--- src/rtl/data_mem_arbiter.sv ---
// Round-robin arbiter for the shared single-port data memory between the CPU
// and the loader/debug port. It also sequences a full-memory clear.
module data_mem_arbiter #(
    parameter int ADDR_W = 8,
    parameter int DATA_W = 8,
    parameter int DEPTH  = 24
) (
    input  logic              clk,
    input  logic              reset,
    input  logic              req0,
    input  logic              req1,
    input  logic              we0,
    input  logic              we1,
    input  logic [ADDR_W-1:0] addr0,
    input  logic [ADDR_W-1:0] addr1,
    input  logic [DATA_W-1:0] wdata0,
    input  logic [DATA_W-1:0] wdata1,
    output logic              gnt0,
    output logic              gnt1,
    output logic              rvalid0,
    output logic              rvalid1,
    output logic [DATA_W-1:0] rdata0,
    output logic [DATA_W-1:0] rdata1,
    output logic              addr_err,
    input  logic              clear_start,
    output logic              busy,
    output logic [ADDR_W-1:0] mem_addr,
    output logic [DATA_W-1:0] mem_wdata,
    output logic              mem_rd,
    output logic              mem_wr,
    input  logic [DATA_W-1:0] mem_rdata
);

    typedef enum logic [1:0] {
        S_IDLE,
        S_ISSUE,
        S_WAIT_RD,
        S_CLEAR
    } state_t;

    state_t              r_state;
    state_t              w_next;
    logic                r_rr_last;
    logic                r_clr_pend;
    logic                r_port;
    logic                r_we;
    logic                r_err;
    logic [ADDR_W-1:0]   r_addr;
    logic [DATA_W-1:0]   r_wdata;
    logic [ADDR_W-1:0]   r_clr_cnt;
    logic [DATA_W-1:0]   r_rdata0;
    logic [DATA_W-1:0]   r_rdata1;
    logic                r_rvalid0;
    logic                r_rvalid1;

    logic                w_go_clear;
    logic                w_take;
    logic                w_win;
    logic                w_sel_we;
    logic [ADDR_W-1:0]   w_sel_addr;
    logic [DATA_W-1:0]   w_sel_wdata;
    logic [DATA_W-1:0]   w_rd_val;

    // Arbitration: a pending clear always wins over requests.
    always_comb begin
        w_go_clear  = (r_state == S_IDLE) && (r_clr_pend || clear_start);
        w_take      = (r_state == S_IDLE) && !w_go_clear && (req0 || req1);
        w_win       = (req0 && req1) ? !r_rr_last : req1;
        w_sel_we    = w_win ? we1 : we0;
        w_sel_addr  = w_win ? addr1 : addr0;
        w_sel_wdata = w_win ? wdata1 : wdata0;
        w_rd_val    = r_err ? '0 : mem_rdata;
    end

    always_comb begin
        w_next    = r_state;
        gnt0      = 1'b0;
        gnt1      = 1'b0;
        addr_err  = 1'b0;
        mem_addr  = '0;
        mem_wdata = '0;
        mem_rd    = 1'b0;
        mem_wr    = 1'b0;
        unique case (r_state)
            S_IDLE: begin
                if (w_go_clear) w_next = S_CLEAR;
                else if (w_take) w_next = S_ISSUE;
            end
            S_ISSUE: begin
                gnt0      = !r_port;
                gnt1      = r_port;
                addr_err  = r_err;
                mem_addr  = r_addr;
                mem_wdata = r_wdata;
                mem_wr    = r_we && !r_err;
                mem_rd    = !r_we && !r_err;
                w_next    = r_we ? S_IDLE : S_WAIT_RD;
            end
            S_WAIT_RD: begin
                w_next = S_IDLE;
            end
            S_CLEAR: begin
                mem_addr = r_clr_cnt;
                mem_wr   = 1'b1;
                if (r_clr_cnt == ADDR_W'(DEPTH - 1)) w_next = S_IDLE;
            end
            default: w_next = S_IDLE;
        endcase
    end

    always_ff @(posedge clk) begin
        if (reset) begin
            r_state    <= S_IDLE;
            r_rr_last  <= 1'b1;
            r_clr_pend <= 1'b0;
            r_port     <= 1'b0;
            r_we       <= 1'b0;
            r_err      <= 1'b0;
            r_addr     <= '0;
            r_wdata    <= '0;
            r_clr_cnt  <= '0;
            r_rdata0   <= '0;
            r_rdata1   <= '0;
            r_rvalid0  <= 1'b0;
            r_rvalid1  <= 1'b0;
        end else begin
            r_state   <= w_next;
            r_rvalid0 <= 1'b0;
            r_rvalid1 <= 1'b0;
            if (w_take) begin
                r_port    <= w_win;
                r_rr_last <= w_win;
                r_we      <= w_sel_we;
                r_addr    <= w_sel_addr;
                r_wdata   <= w_sel_wdata;
                r_err     <= (w_sel_addr >= ADDR_W'(DEPTH));
            end
            if (r_state != S_IDLE && clear_start) r_clr_pend <= 1'b1;
            else if (w_go_clear) r_clr_pend <= 1'b0;
            if (w_go_clear) r_clr_cnt <= '0;
            else if (r_state == S_CLEAR) r_clr_cnt <= r_clr_cnt + 1'b1;
            // Read result lands one cycle after the memory's registered read.
            if (r_state == S_WAIT_RD) begin
                if (r_port) begin
                    r_rdata1  <= w_rd_val;
                    r_rvalid1 <= 1'b1;
                end else begin
                    r_rdata0  <= w_rd_val;
                    r_rvalid0 <= 1'b1;
                end
            end
        end
    end

    assign rdata0  = r_rdata0;
    assign rdata1  = r_rdata1;
    assign rvalid0 = r_rvalid0;
    assign rvalid1 = r_rvalid1;
    assign busy    = (r_state != S_IDLE);

endmodule
--- config.mk ---
export PLATFORM = sky130hd
export DESIGN_NAME = data_mem_arbiter
export DESIGN_NICKNAME = d
export VERILOG_FILES = /design/src/rtl/data_mem_arbiter.sv
export SDC_FILE = /design/constraint.sdc
export NUM_CORES = 1
export LEC_CHECK = 0
export BUFFER_PORTS_ARGS = -buffer_cell sky130_fd_sc_hd__buf_4
export CORE_MARGIN = 1.5
export CORE_UTILIZATION = 46
export CTS_BUF_LIST = sky130_fd_sc_hd__clkbuf_2 sky130_fd_sc_hd__clkbuf_4 sky130_fd_sc_hd__clkbuf_8
export DETAILED_ROUTE_END_ITERATION = 16
export PLACE_DENSITY_LB_ADDON = 0.12
export SYNTH_ARGS = -nofsm -noshare
export SYNTH_HDL_FRONTEND = slang
export SYNTH_SLANG_ARGS = --single-unit
--- constraint.sdc ---
create_clock -name clk -period 1.5 [get_ports clk]
set_clock_uncertainty 0.05 [all_clocks]
set_input_delay 0.3 -clock clk [delete_from_list [all_inputs] [get_ports clk]]
set_output_delay 0.3 -clock clk [all_outputs]
set_load 0.02 [all_outputs]
Word-level counts from Yosys, hierarchy flattened
Cells that the tools add are included.

word-level totals
  register bits = 49
  input port bits = 47
  output and inout bits = 40

cells by class
  add/sub/neg operators = 1
  magnitude comparators = 1
  eq/ne operators = 6
  mux-type cells = 21
  bitwise logic cells = 2
  reductions and logical operators = 22

operators with widths
  cell                                                                    count
  8-bit two-way mux                                                       4
  8-bit case mux with 2 select lines                                      1
  1-bit two-way mux                                                       10
  8-bit by 1-bit adder with 8-bit output (second input constant)          1
  8-bit by 5-bit equality test with 1-bit output (second input constant)  1
  8-bit by 5-bit >= comparator with 1-bit output (second input constant)  1
  2-bit two-way mux                                                       4
  2-bit case mux with 4 select lines                                      1
  1-bit logical AND                                                       7
  2-bit AND reduction                                                     3
  1-bit zero test                                                         5
  2-bit equality test (second input constant)                             2
  2-bit nonzero test                                                      2
  2-bit OR reduction                                                      2
  3-bit inequality test (second input constant)                           1
  2-bit by 1-bit equality test with 1-bit output (second input constant)  1
  2-bit zero test                                                         1
  1-bit logical OR                                                        2
  2-bit inequality test (second input constant)                           1
  1-bit inverter                                                          2
  1-bit case mux with 2 select lines                                      1

Depth between registers and ports, before layout
Gate-level depths: netlist of the first run.

  word-level depth = 8
  mapped depth = 5
  depth with buffers taken out = 4

Worst setup path before layout of the first run
No wires, ideal clock.

  path type = register to output
  start = reg r_state[1]
  end = out mem_rd
  arrival = 1296 ps
  path slack = -146 ps
  cell stages (with the launch flop) = 5
  path through = dfxtp_1 -> buf_4 -> buf_2 -> nand2b_1 -> nor3_1

between the ends
  longest elaborated chain between the ends = 2

RTL lines
  item                                            RTL line  source
  start, declared                                 41        state_t r_state;
  start signal, assigned                          127       r_state <= w_next;
  2-bit by 1-bit equality test with 1-bit output  84        unique case (r_state)
  1-bit two-way mux                               84
  end, declared                                   29        output logic mem_rd,

Every way passes these cells.

Final worst setup path of the first run
  start = reg r_state[1]
  end = reg r_addr[6]

between the ends
  longest elaborated chain between the ends = 5

RTL lines
  item                               RTL line  source
  2-bit zero test *                  66, 67
  1-bit logical AND                  66        w_go_clear = (r_state == S_IDLE) && (r_clr_pend || clear_start);
  1-bit zero test                    67        w_take = (r_state == S_IDLE) && !w_go_clear && (req0 || req1);
  1-bit logical AND * (2 in series)  67
  end signal, assigned               134       r_addr <= w_sel_addr;
  end, declared                      48        logic [ADDR_W-1:0] r_addr;

Every way passes the cells marked *; elsewhere a longest branch is shown, timed or not.
A chain may end at the register's enable or synchronous reset.

==> results of run 1 <==
==> routing by layer <==
layer  GRT usage (%)  vias up  wire length, um
met5               0        -                0
met4            6.06        0               40
met3            4.95        5              382
met2            40.3       98             3760
met1            33.0     1178             3060
li1                -     1215                -
==> logic make-up after synthesis <==
| group | after synthesis |
|---|---|
| xor+xnor | 2 |
| fa+ha+maj | 1 |
| mux | 26 |
| buf+inv | 21 |
| compound gates | 75 |
| flops | 49 |
| simple gates | 107 |
==> metrics by stage <==
| step | area (um2) | worst slack, ps | power [mW] | TNS, ps | util (%) |
|---|---|---|---|---|---|
| floorplan | 2400 | 13.6 | 2.04 | 0 | - |
| global placement | 3250 | -54.9 | 2.42 | -659 | 67.0 |
| detailed placement | 3250 | -132 | 2.43 | -1440 | 67.0 |
| CTS | 3600 | -141 | 3.55 | -4080 | 74.3 |
| global route | 3820 | -205 | 3.88 | -6370 | 78.7 |
| finish | 3820 | -154 | 3.72 | -3990 | 78.7 |
==> final timing paths <==
| path | to | slack (ps) |
|---|---|---|
| worst min register to register | rdata1[0]$_SDFFE_PP0P_ | 410 |
| worst max register to register | r_addr[6]$_SDFFE_PP0P_ | -150 |
| worst min-delay path | r_addr[1]$_SDFFE_PP0P_ | 210 |
| worst max-delay path | r_addr[6]$_SDFFE_PP0P_ | -150 |
==> final cells by class <==
class / count / area, um2 / share of cell area (%)
Inverter: 3 / 11.3 / 0.295
Sequential cell: 49 / 990 / 25.9
Tap cell: 67 / 83.8 / 2.20
Clock buffer: 5 / 68.8 / 1.80
Multi-Input combinational cell: 212 / 1530 / 40.1
Clock inverter: 2 / 35.0 / 0.918
Timing Repair Buffer: 120 / 1100 / 28.8
==> registers in the layout, indices dropped and copies added (netlist names) <==
signal	count
r_clr_pend	1
r_wdata	8
rvalid1	1
rvalid0	1
r_addr	8
r_we	1
r_rr_last	1
r_state	2
rdata1	8
r_err	1
r_clr_cnt	8
rdata0	8
r_port	1
==> where the power goes <==
part           leakage [nW]  switching (mW)  total [mW]  internal, mW
combinational          1.10           0.611        1.28         0.672
clock                0.0540           0.445       0.930         0.485
sequential            0.401          0.0988        1.51          1.41
==> repair_timing <==
| item | in CTS | in global routing |
|---|---|---|
| setup endpoints to repair | 30 | 56 |
| gates cloned | 3 | 2 |
| setup buffers | 5 | 2 |
| gates resized for setup | 37 | 49 |
| pin swaps | 4 | 11 |
==> cell usage in the layout (no fill, tap or decap), types with 3 or more instances in the layout <==
cell type / count
dfxtp_1: 46
a211oi_2: 9
a21oi_2: 3
nor2b_1: 12
nor2_1: 6
or3_1: 3
buf_4: 87
a211oi_1: 9
nand3_1: 5
and2_4: 9
o21a_1: 3
buf_12: 4
nor2b_2: 5
nor3_1: 4
mux2i_1: 23
mux2i_2: 3
clkbuf_8: 5
a21oi_1: 37
nor2_4: 3
o21ai_0: 4
nand2_1: 38
buf_6: 25
==> impl_metrics.json, run 1 <==
{
  "overflow": 0,
  "synth_compound_area_share_pct": 18.8,
  "synth_common_cells": "dfxtp_1 (49), a21oi_1 (41), nand2_1 (38)",
  "drtPass1Iterations": 4,
  "ys_ff_latch": 49,
  "grt_usage_pct": 24.5,
  "fin_nets": 439,
  "die_area_mm2": 0.00561,
  "syn_to_final_growth_pct": 60.5,
  "grt_max_degree": 34,
  "start_util_pct": 49.1,
  "start_kind": "flop",
  "core-area_mm2": 0.00485,
  "setup_ws_ps": -154,
  "critPathRequiredTime_ps": 1680,
  "grt_pass1_vias": 2237,
  "end_kind": "flop",
  "cap_violations": 0,
  "yosys.area_share.simple_pct": 23.7,
  "synth_top_family_by_area": "simple AND/OR/NAND/NOR gates",
  "synth_edf_count": 0,
  "clk_pin_slew_worst_paths_ps": 90,
  "cts_hold_buf": 0,
  "async_flop_share_pct": 0,
  "setup_violations": 42,
  "syn_area_per_cell_um2": 8.46,
  "period_share_pct": 110,
  "syn_nets": 329,
  "drc_errors": 0,
  "ant_nets": 0,
  "clock_sinks": 49,
  "max_freq_mhz": 605,
  "dr_total_vias": 2496,
  "timing.rr.start": "r_state[1]$_SDFFE_PP0P_",
  "syn_area_mm2": 0.00238,
  "gp_congestion": 0.812,
  "power.density_mw_per_mm2": 974,
  "yosys.area.top_type_share_pct": 41.2,
  "period_needed_ps": 1650,
  "dp_hpwl_um": 4420,
  "post_drt_via_cell_ratio": 5.45,
  "ff2ff_path_depth": 7,
  "placed_cells": 439,
  "finalHoldViolCount": 0,
  "htreeDepth": 2,
  "hold_depth": 2,
  "violations": "negative setup slack",
  "syn_inst": 281,
  "synth.most_common_cell": "dfxtp_1",
  "synth_xor_area_share_pct": 0.736,
  "slew_violations": 0,
  "synth_area_leaders": "dfxtp_1 (41%), mux2i_1 (11%), a21oi_1 (8.6%)",
  "cts_made_buffers": 5,
  "fillers": 324,
  "wl_per_cell_um": 15.8,
  "antenna_cells": 0,
  "worst_slew_pin_slew_ps": 437,
  "drive_gt1_share_pct": 46.3,
  "io_buffer_count": 86,
  "drt-initial-drc-count": 210,
  "hold_class": "in -> reg",
  "stdcell_count": 458,
  "cts_tree": "yes",
  "hp-start": "reset",
  "synth.area.mux_share_pct": 10.9,
  "die_height_um": 74.9,
  "wirelength_um": 7240,
  "rows": 25,
  "slowest_delay_ps": 390,
  "max-slew-margin-rel_pct": 70.9,
  "synth.distinct_cells": 38,
  "peakVddDrop_mv": 0.511,
  "critPathTopFamily": "buffers and inverters",
  "antenna_found_initial": 0,
  "grt_pass1_wl_um": 10500,
  "rsz0062_at_grt": "yes",
  "cp_slowest_cell": "dfxtp_4",
  "clk_latency_ps": 310,
  "status": "complete, but fails checks",
  "p_leak_nw": 1.56,
  "critPathArrivalTime_ps": 1830,
  "cts_buffer_depth": 2,
  "synth_seq_area_share_pct": 41.2,
  "synth_top_area_cell": "dfxtp_1",
  "synth-main-ff-cell": "dfxtp_1",
  "chipWidth_um": 74.9,
  "ys_warn_count": 0,
  "startpoint": "r_state[1]$_SDFFE_PP0P_",
  "crit_top_cell": "buf_4",
  "path_max_fanout": 5,
  "crit_buf_inv": 4,
  "worst_hold_slack_ps": 211,
  "critPathKind": "reg -> reg",
  "worst-path-stages": 7,
  "path_cells": "buf_12 -> buf_4 -> nor4_4 -> buf_4 -> buf_6 -> a21oi_1 -> a211oi_2",
  "io_pins": 87,
  "root_buffer": "clkbuf_8",
  "synth_fa_ha_area_share_pct": 0.526
}
No activity file was read; power rests on OpenSTA's default activity.
==> run 2: changes to the inputs <==
--- a/config.mk
+++ b/config.mk
@@ -11,6 +11,7 @@
 export CTS_BUF_LIST = sky130_fd_sc_hd__clkbuf_2 sky130_fd_sc_hd__clkbuf_4 sky130_fd_sc_hd__clkbuf_8
 export DETAILED_ROUTE_END_ITERATION = 16
 export PLACE_DENSITY_LB_ADDON = 0.12
+export SKIP_LAST_GASP = 1
 export SYNTH_ARGS = -nofsm -noshare
 export SYNTH_HDL_FRONTEND = slang
 export SYNTH_SLANG_ARGS = --single-unit
==> run 2 against run 1 <==
  * The run still ends with negative setup slack left
  * Non-clock buffer count rose by 1
  * First-iteration DRC count rose by 8.1%
  * Via count fell by 1.5%
  * Worst hold slack got worse by 12 ps
  * Power fell by 0.67%
  * Sequential cell count did not move
  * Fmax barely moved
  * Core utilization fell by 0.52 points
  * Critical endpoint is now mem_addr[4]
  * Largest cell class unchanged
  * Highest routed layer unchanged
==> impl_metrics.json, run 2 (synthesized netlist as in run 1, its figures left out) <==
{
  "fillers": 328,
  "rows": 25,
  "period_needed_ps": 1650,
  "post_drt_via_cell_ratio": 5.36,
  "wirelength_um": 6920,
  "path_max_fanout": 5,
  "drt-initial-drc-count": 227,
  "io_buffer_count": 86,
  "hold_depth": 2,
  "final_util_pct": 78.2,
  "ant_nets": 0,
  "drtPass1Iterations": 4,
  "worst_hold_slack_ps": 199,
  "p_leak_nw": 1.56,
  "r2r_setup_slack_ps": -100,
  "antenna_cells": 0,
  "core-area_mm2": 0.00485,
  "hold_end": "r_addr[1]$_SDFFE_PP0P_",
  "cts_hold_buf": 0,
  "power_mw": 3.69,
  "end_kind": "primary output",
  "mostFrequentLayoutCells": "buf_4 (88), dfxtp_1 (46), a21oi_1 (39)",
  "finalHoldViolCount": 0,
  "die_height_um": 74.9,
  "hp-start": "reset",
  "start_util_pct": 49.1,
  "peakVddDrop_mv": 0.489,
  "critPathArrivalTime_ps": 1300,
  "violations": "negative setup slack",
  "io_pins": 87,
  "cts_buffer_depth": 2,
  "syn_to_final_growth_pct": 59.4,
  "cts_made_buffers": 5,
  "pre_cts_ws_ps": -132,
  "antenna_found_initial": 0,
  "cts_tree": "yes",
  "clk_latency_ps": 310,
  "slew_violations": 0,
  "critPathKind": "reg -> out",
  "setup_ws_ps": -153,
  "chipWidth_um": 74.9,
  "max-slew-margin-rel_pct": 71.5,
  "start_kind": "flop",
  "drive_gt1_share_pct": 45.2,
  "die_area_mm2": 0.00561,
  "r2r-end": "r_addr[6]$_SDFFE_PP0P_",
  "clock_sinks": 49,
  "power.density_mw_per_mm2": 974,
  "gp_congestion": 0.812,
  "grt_pass1_vias": 2235,
  "drc_errors": 0,
  "stdcell_count": 459,
  "worst_slew_pin_slew_ps": 428,
  "max_freq_mhz": 605,
  "status": "complete, but fails checks",
  "grt_usage_pct": 24.6,
  "wl_per_cell_um": 15.1,
  "grt_pass1_wl_um": 10600,
  "period_share_pct": 110,
  "grt_max_degree": 34,
  "finalSetupTns_ps": -3790,
  "setup_violations": 41,
  "overflow": 0,
  "dr_total_vias": 2459,
  "htreeDepth": 2,
  "placed_cells": 439,
  "final_cell_area_mm2": 0.00379,
  "clk_pin_slew_worst_paths_ps": 90,
  "rsz0062_at_grt": "yes",
  "fin_nets": 440,
  "layout_commonest_cell": "buf_4",
  "critPathRequiredTime_ps": 1150,
  "timing.rr.start": "r_state[1]$_SDFFE_PP0P_",
  "hold_class": "in -> reg",
  "dpl_cell_area_mm2": 0.00325,
  "root_buffer": "clkbuf_8",
  "cap_violations": 0,
  "dp_hpwl_um": 4420,
  "ff2ff_path_depth": 7
}
-- run 2: power breakdown --
part / leakage, nW / switching (mW) / total [mW] / internal [mW]
Clock: 0.0540 / 0.445 / 0.930 / 0.485
Combinational: 1.10 / 0.593 / 1.26 / 0.669
Sequential: 0.401 / 0.0952 / 1.50 / 1.41
-- run 2: worst max-delay path by stage --
stage	to	slack, ps	startpoint
finish	mem_addr[4]	-150	r_state[1]$_SDFFE_PP0P_
CTS	mem_wdata[7]	-140	r_state[1]$_SDFFE_PP0P_
floorplan	gnt0	10	r_state[1]$_SDFFE_PP0P_
global placement	mem_wdata[1]	-50	r_state[1]$_SDFFE_PP0P_
global route	mem_wdata[1]	-190	r_state[1]$_SDFFE_PP0P_
detailed placement	mem_wdata[4]	-130	r_state[1]$_SDFFE_PP0P_
-- run 2: cell type report --
| type | count | area (um2) | area share [%] |
|---|---|---|---|
| Inverter | 3 | 11.3 | 0.297 |
| Clock buffer | 5 | 68.8 | 1.81 |
| Clock inverter | 2 | 35.0 | 0.924 |
| Timing Repair Buffer | 121 | 1110 | 29.2 |
| Multi-Input combinational cell | 212 | 1500 | 39.5 |
| Sequential cell | 49 | 990 | 26.1 |
| Tap cell | 67 | 83.8 | 2.21 |
-- run 2: critical path, cell delays in order (launching register included) --
cell and delay, ps:
dfxtp_4 430, buf_8 140, mux2i_1 230, nor2b_2 70
buf_6 130
-- run 2: repair_timing --
action / 4_1_cts / 5_1_grt
resized for setup: 35 / 47
pin swaps: 4 / 12
cloned: 3 / 3
setup endpoints to repair: 30 / 56
setup buffers: 5 / 2
-- run 2: layer usage --
| layer | track usage, % | share of wire [%] |
|---|---|---|
| met4 | 6.06 | 0.91 |
| met3 | 4.95 | 4.9 |
| met1 | 33.2 | 43 |
| met5 | 0 | 0 |
| met2 | 40.4 | 51 |
==> run 3: changes to the inputs <==
--- a/config.mk
+++ b/config.mk
@@ -7,8 +7,7 @@
 export LEC_CHECK = 0
 export BUFFER_PORTS_ARGS = -buffer_cell sky130_fd_sc_hd__buf_4
 export CORE_MARGIN = 1.5
-export CORE_UTILIZATION = 46
-export CTS_BUF_LIST = sky130_fd_sc_hd__clkbuf_2 sky130_fd_sc_hd__clkbuf_4 sky130_fd_sc_hd__clkbuf_8
+export CORE_UTILIZATION = 44
 export DETAILED_ROUTE_END_ITERATION = 16
 export PLACE_DENSITY_LB_ADDON = 0.12
 export SKIP_LAST_GASP = 1
==> run 3 against run 2 <==
  * The run still ends with negative setup slack left
  * Combinational power down 7%
  * Critical path depth unchanged
  * Fmax down 0.86%
  * Design area down 2.7%
==> impl_metrics.json, run 3 (synthesized netlist as in run 1, its figures left out) <==
{
  "wl_per_cell_um": 14.6,
  "placed_cells": 442,
  "dr_total_vias": 2428,
  "cts_buffer_depth": 2,
  "end_kind": "primary output",
  "ff2ff_path_depth": 5,
  "rsz0062_at_grt": "yes",
  "max-slew-margin-rel_pct": 76.1,
  "critPathArrivalTime_ps": 1320,
  "core-area_mm2": 0.00517,
  "syn_to_final_growth_pct": 55.1,
  "grt_pass1_wl_um": 11000,
  "path_max_fanout": 7,
  "slowest_delay_ps": 450,
  "clk_latency_ps": 300,
  "wirelength_um": 6700,
  "die_height_um": 76.5,
  "critPathKind": "reg -> out",
  "fillers": 405,
  "violations": "negative setup slack",
  "finalHoldViolCount": 0,
  "grt_max_degree": 26,
  "antenna_cells": 0,
  "path_cells": "buf_12 -> mux2i_2 -> nor2b_2 -> buf_6",
  "period_share_pct": 111,
  "critPathRequiredTime_ps": 1150,
  "hold_depth": 2,
  "cap_violations": 0,
  "mostFrequentLayoutCells": "buf_4 (89), dfxtp_1 (46), a21oi_1 (40)",
  "io_buffer_count": 86,
  "hold_class": "in -> reg",
  "root_buffer": "clkbuf_8",
  "peakVddDrop_mv": 0.444,
  "setup_violations": 45,
  "worst_slew_pin_slew_ps": 357,
  "grt_pass1_vias": 2349,
  "cts_tree": "yes",
  "layout_commonest_cell": "buf_4",
  "antenna_found_initial": 0,
  "grt_usage_pct": 23.3,
  "drive_gt1_share_pct": 42.2,
  "dpl_cell_area_mm2": 0.00329,
  "final_cell_area_mm2": 0.00369,
  "drt-initial-drc-count": 168,
  "max_freq_mhz": 600,
  "drtPass1Iterations": 4,
  "start_util_pct": 46.0,
  "ant_nets": 0,
  "pre_cts_ws_ps": -42.8,
  "p_leak_nw": 1.52,
  "power_mw": 3.66,
  "period_needed_ps": 1670,
  "cp_slowest_cell": "dfxtp_4",
  "io_pins": 87,
  "dp_hpwl_um": 4600,
  "cts_made_buffers": 5,
  "drc_errors": 0,
  "htreeDepth": 2,
  "gp_congestion": 0.848,
  "power.density_mw_per_mm2": 993,
  "clock_sinks": 49,
  "die_area_mm2": 0.00586,
  "fin_nets": 436,
  "rows": 26,
  "slew_violations": 0,
  "stdcell_count": 459,
  "clk_pin_slew_worst_paths_ps": 90,
  "final_util_pct": 71.3,
  "setup_ws_ps": -168,
  "overflow": 0,
  "chipWidth_um": 76.5,
  "post_drt_via_cell_ratio": 5.29,
  "status": "complete, but fails checks",
  "worst_hold_slack_ps": 252,
  "start_kind": "flop",
  "finalSetupTns_ps": -4820
}
run 3: cell count changes in the layout (fill, tap and decap cells not counted), moves of 2 or more:
cell / change
buf_6: -2
a211oi_2: -7
a211oi_1: +7
buf_8: -2
a21oi_4: -2
o21ai_0: +2
run 3: timing repair:
action                     in CTS  in global routing
pin swaps                      27                  1
gates cloned                    2                  0
hold buffers                    0                  0
setup endpoints to repair      50                 47
resized for setup              42                 16
buffers inserted                7                  0
run 3: final cells by class:
cell class | count | area [um2] | share of cell area (%)
clock buffer | 6 | 82.6 | 2.24
clock inverter | 2 | 37.5 | 1.02
inverter | 3 | 11.3 | 0.305
multi-input combinational | 211 | 1430 | 38.6
sequential | 49 | 990 | 26.8
tap | 70 | 87.6 | 2.37
timing repair buffer | 118 | 1050 | 28.6
run 3: where the power goes:
group	leakage, nW	internal, mW	switching, mW	total [mW]
logic	1.06	0.622	0.547	1.17
registers	0.401	1.41	0.0948	1.50
clock network	0.0574	0.543	0.450	0.993
run 3: worst max-delay path: cells and delay by family, from the launching register on:
kind / cells / cell delay (ps)
multiplexers: 1 / 210
AND/OR/NAND/NOR: 1 / 70
flip-flops: 1 / 450
buffers and inverters: 2 / 280
run 3: worst paths after layout:
check                               start                   endpoint  slack (ps)
setup / recovery  r_state[1]$_SDFFE_PP0P_                mem_addr[3]        -170
hold / removal                      reset        r_port$_SDFFE_PP0P_         250
setup reg to reg  r_state[1]$_SDFFE_PP0P_  r_clr_cnt[6]$_SDFFE_PP0N_        -170
hold reg to reg    rdata1[3]$_SDFFE_PP0P_     rdata1[3]$_SDFFE_PP0P_         410
run 3: metal layers:
| metal | wire length [um] | up-vias | track usage (%) |
|---|---|---|---|
| li1 | - | 1209 | - |
| met3 | 431 | 12 | 5.87 |
| met2 | 3230 | 97 | 39.9 |
| met5 | 0 | - | 0 |
| met1 | 2940 | 1110 | 28.5 |
| met4 | 94 | 0 | 7.59 |
